### config.mk
export PLATFORM = sky130hd
export DESIGN_NAME = matrix_multiply_seq
export DESIGN_NICKNAME = d
export VERILOG_FILES = /design/src/rtl/matrix_multiply_seq.sv
export SDC_FILE = /design/constraint.sdc
export NUM_CORES = 2
export LEC_CHECK = 0
export CAP_MARGIN = 10
export CELL_PAD_IN_SITES_DETAIL_PLACEMENT = 1
export CELL_PAD_IN_SITES_GLOBAL_PLACEMENT = 2
export CORE_MARGIN = 2
export CORE_UTILIZATION = 30
export DETAILED_ROUTE_END_ITERATION = 16
export PLACE_DENSITY = 0.75
export SYNTH_ARGS = -nofsm -noshare
export SYNTH_HDL_FRONTEND = slang
export SYNTH_SLANG_ARGS = --single-unit
### constraint.sdc
create_clock -name clk -period 5.1 [get_ports clk]
set_input_delay 0.51 -clock clk [delete_from_list [all_inputs] [get_ports clk]]
set_output_delay 0.51 -clock clk [all_outputs]
set_load 0.005 [all_outputs]
### src/rtl/matrix_multiply_seq.sv
// matrix_multiply_seq: sequential NxN unsigned matrix multiply, one MAC per clock.
// Define MATMUL_SATURATE_EN to saturate result elements instead of wrapping them.
module matrix_multiply_seq #(
    parameter int N  = 10,
    parameter int DW = 1,
    parameter int RW = 4
) (
    input  logic              clk,
    input  logic              rst_n,
    input  logic              start,
    input  logic [N*N*DW-1:0] matrixA,
    input  logic [N*N*DW-1:0] matrixB,
    output logic              busy,
    output logic              done,
    output logic [N*N*RW-1:0] result
);
    localparam int CW = $clog2(N);
    localparam int AW = 2*DW + CW;
    localparam int XW = AW > RW ? AW : RW;

    typedef enum logic [1:0] {IDLE, RUN, DONE} state_t;

    state_t              r_state;
    logic [N*N*DW-1:0]   r_a, r_b;
    logic [CW-1:0]       r_r, r_c, r_k;
    logic [AW-1:0]       r_acc;
    logic [N*N*RW-1:0]   r_scr, r_result;
    logic [31:0]         w_ia, w_ib, w_ir;
    logic [2*DW-1:0]     w_prod;
    logic [AW-1:0]       w_sum;
    logic [XW-1:0]       w_ext;
    logic [RW-1:0]       w_red;
    logic                w_kl, w_cl, w_rl;
    logic [N*N*RW-1:0]   w_scr_nx;

    assign w_ia   = 32'(r_r)*N + 32'(r_k);
    assign w_ib   = 32'(r_k)*N + 32'(r_c);
    assign w_ir   = 32'(r_r)*N + 32'(r_c);
    assign w_prod = (2*DW)'(r_a[w_ia*DW +: DW]) * (2*DW)'(r_b[w_ib*DW +: DW]);
    assign w_sum  = r_acc + AW'(w_prod);
    assign w_ext  = XW'(w_sum);
`ifdef MATMUL_SATURATE_EN
    assign w_red  = w_ext > XW'({RW{1'b1}}) ? {RW{1'b1}} : w_ext[RW-1:0];
`else
    assign w_red  = w_ext[RW-1:0];
`endif
    assign w_kl   = r_k == CW'(N-1);
    assign w_cl   = r_c == CW'(N-1);
    assign w_rl   = r_r == CW'(N-1);

    // The final element is merged here so the copy to result sees it on the same edge.
    always_comb begin
        w_scr_nx = r_scr;
        w_scr_nx[w_ir*RW +: RW] = w_red;
    end

    always_ff @(posedge clk) begin
        if (!rst_n) begin
            r_state  <= IDLE;
            r_a      <= '0;
            r_b      <= '0;
            r_r      <= '0;
            r_c      <= '0;
            r_k      <= '0;
            r_acc    <= '0;
            r_scr    <= '0;
            r_result <= '0;
        end else begin
            case (r_state)
                IDLE: if (start) begin
                    r_state <= RUN;
                    r_a     <= matrixA;
                    r_b     <= matrixB;
                    r_r     <= '0;
                    r_c     <= '0;
                    r_k     <= '0;
                    r_acc   <= '0;
                end
                RUN: if (w_kl) begin
                    r_scr <= w_scr_nx;
                    r_acc <= '0;
                    r_k   <= '0;
                    if (w_cl) begin
                        r_c <= '0;
                        if (w_rl) begin
                            r_r      <= '0;
                            r_state  <= DONE;
                            r_result <= w_scr_nx;
                        end else
                            r_r <= r_r + CW'(1);
                    end else
                        r_c <= r_c + CW'(1);
                end else begin
                    r_acc <= w_sum;
                    r_k   <= r_k + CW'(1);
                end
                default: r_state <= IDLE;
            endcase
        end
    end

    assign busy   = r_state == RUN;
    assign done   = r_state == DONE;
    assign result = r_result;
endmodule

==> key figures <==
Finish
  – Ratio of cells with drive above 1 in the final layout: between 10% and 20%
  – Nets: 6035
  – Fin area: 57700 um2
  – Commonest non-fill, non-tap cell in the layout: dfxtp_1
  – Synth-to-layout area growth: 30.9%
  – Most frequent cells in the layout: 1015 x dfxtp_1, 881 x nand2_1, 624 x nor2_1
  – Final Util: 39.6%
  – Fillers: 17000
  – Reg area: 20400 um2
  – Multi-input logic area: 22200 um2

Synthesis
  – Syn Inst Count: around 5200
  – Synth Flop Type: dfxtp_1
  – #FFs+latches synth: 1018
  – Synth area leader: dfxtp_1
  – Avg Inst Size Synth: between 8 and 9 um2
  – Area share of the leading cell type in the synthesized netlist: 46.2%
  – Seq/Total Area, Yosys: 46.2%
  – Yosys warns: 0
  – Post-synth cell types: 85
  – Simple-gate portion of the synthesized area: 18.6%
  – Synth Area in XOR/XNOR: 0.531%
  – Mux contribution to synthesized area: 13.0%
  – Post-synthesis instance area: 44100 um2
  – Synth Area in Adders: 1.02%
  – EDFF count, synth: 0
  – Synth Area in Compound Gates: around 17%
  – Leading post-synthesis cells by cell area: dfxtp_1 46%, mux2i_1 9.9%, nand2_1 7.6%
  – FFs w/ async S/R, synth: 0%
  – Largest family of logic cells by synthesized area: simple AND/OR/NAND/NOR gates
  – Post-Synthesis Net Count: between 5000 and 6000

Power
  – Power density over the cells: 323 nW/um2
  – Leak Pwr: 22.4 nW
  – Maximum VDD drop: 0.000247 V

Worst setup path
  – Worst Path Max Fanout: 9
  – CP endpoint kind: flip-flop
  – Crit-path cells: ha_1 > ha_1 > xor2_2 > buf_4 > mux4_2 > mux2_2 > a22oi_1 > o21ai_0 > and3_2 > ha_1 > nand2_1 > buf_4 > nor3_1 > a221oi_1 > buf_4 > nor2_1
  – Setup CP Type: flip-flop to flip-flop
  – FF-to-FF path depth: 16
  – Buf/Inv on CP: 3
  – CP startpoint kind: flip-flop
  – Arr. time, crit path: 5.51 ns
  – Critical-path top delay cell: nor3_1
  – Crit path depth: 16
  – R2r setup slk: 0.25 ns
  – Crit path max-delay family: simple AND/OR/NAND/NOR gates
  – CP max stage delay: 0.55 ns
  – Critical Path RT: 5.76 ns

Routing
  – Vias: 41800
  – DR vias/cell: 5.35
  – Iter 0 DRT Violations: 2801
  – Routed Antenna Nets: 0
  – WL met1: roughly 89000 um
  – DRT Pass-1 Iters: 5
  – DR DRC count: 0
  – WL per Instance: 24.8 um
  – Met2 WL: about 87000 um
  – Post-Route WL: ~190000 um
  – Routed length on met3: 11700 um
  – DR top layer: met5

Floorplanning
  – Rows: 140
  – DIE WIDTH: roughly 390 um
  – Die area: 150000 um2
  – I/O pin count: 605
  – Core area: 146000 um2
  – Initial core utilization: 30.2%
  – Die Ht: between 300 and 400 um

Clock network
  – TritonCTS Buffers: between 100 and 150
  – Clock sinks: slightly above 1000
  – Worst-path clk slew: ~0.060 ns
  – H-tree depth: 3
  – CTS max path bufs: 3
  – Clock latency on the worst-skew pair: between 0.7 and 0.8 ns
  – Post CTS Setup Buffer Count: 0
  – TritonCTS clock tree: yes
  – Clock root buffer: clkbuf_16

Worst hold path
  – Tightest Hold Check Type: primary input to flip-flop
  – Cells on Worst Hold Path: 3

Timing
  – Slew Limit Fails: 0
  – Final hold vios: 0
  – Final hold slack: 0.249 ns
  – Final min period: just under 5 ns
  – RSZ-0062 raised after global routing: no
  – Fmax: 206 MHz
  – Slew margin rel.: 23.4%
  – Post-route clock skew: approximately 0.044 ns
  – Crit share post-route: 95.2%
  – Worst slew pin tran: approximately 1.1 ns
  – Setup TNS: 0 ns
  – Final setup fails: 0
  – Final WS setup: roughly 0.25 ns

Placement
  – Post-DP Area: 53400 um2
  – Routability congestion estimate: roughly 0.87
  – Final HPWL DP: around 140000 um
  – Post-placement worst setup slack: 0.0289 ns
  – Port bufs: 604

Job
  – Maxcap violations: 0

Global route
  – GRT Total Usage: 25.0%
  – Global-route wire length before repair: approximately 290000 um
  – Initial antenna violation count: 5
  – Number of global-route vias before repair: 42400
  – Largest net degree at the start of global routing: slightly above 200
  – GRT Residual Overflow: 0

Status
  – Status: finished clean
-- cell usage after synthesis (16+ instances only) --
cell and n:
nand2_1 889, mux2i_1 435, mux4_2 60, inv_1 22, dfxtp_1 1018, nor2_1 640, and2_1 21, nand3_1 112
nor3_2 21, a221oi_1 69, a21oi_1 553, nand2b_1 16, buf_1 17, a22oi_1 34, nand4_1 27, and3_1 23
nor3_1 88, a31oi_1 170, o21ai_0 383, buf_2 66, clkbuf_1 299, ha_1 27
-- layer usage --
| layer | up-vias | track usage (%) |
|---|---|---|
| met5 | - | 0 |
| met4 | 4 | 8.08 |
| met3 | 292 | 4.92 |
| met2 | 1211 | 39.5 |
| met1 | 20900 | 34.1 |
| li1 | 19500 | - |
-- per-stage QoR --
step / power [mW] / std cells
3_5_place_dp: 9.70 / 7597
3_3_place_gp: 9.69 / 7597
2_1_floorplan: 9.04 / 5199
6_report: 18.6 / 7819
5_1_grt: 19.2 / 7817
4_1_cts: 18.8 / 7817
-- power breakdown --
group          internal, mW  switching, mW
registers              8.05         0.0566
clock network          5.43           3.68
logic                 0.488          0.938
-- cells by family after synthesis --
family,after synthesis
compound gates,1295
xor+xnor,20
fa+ha+maj,33
buf+inv,421
flops,1018
mux,497
simple gates,1915
-- flip-flops by register name, indices dropped and copies added (netlist names) --
name	count
r_b	100
r_a	100
r_state	2
r_c	4
result	400
r_k	4
r_r	4
r_scr	400
r_acc	4
-- tightest hold or removal path: cells and delay by family --
family	cells	cell delay [ns]
buffers and inverters	1	0.25
AOI/OAI and AO/OA	2	0.19
-- path summary, 6_finish.rpt --
kind	from	to
worst max-delay path	r_r[2]$_SDFFE_PN0P_	result[192]$_SDFFE_PN0P_
worst min-delay path	rst_n	result[148]$_SDFFE_PN0P_
worst min register to register	r_scr[47]$_SDFFE_PN0P_	result[47]$_SDFFE_PN0P_
worst max register to register	r_r[2]$_SDFFE_PN0P_	result[192]$_SDFFE_PN0P_
-- area by class of cell --
cell class	count	area share (%)
inverter	24	0.169
clock inverter	38	0.948
multi-input combinational	3760	38.5
clock buffer	182	6.28
timing repair buffer	878	14.6
sequential	1018	35.3
tap	1917	4.16
antenna	2	0.00867
-- what timing repair did --
item,4_1_cts,5_1_grt
resized for setup,1,37
setup endpoints to repair,1,332
gates cloned,0,0
hold buffers,0,0
(Power assumes the default switching activity.)
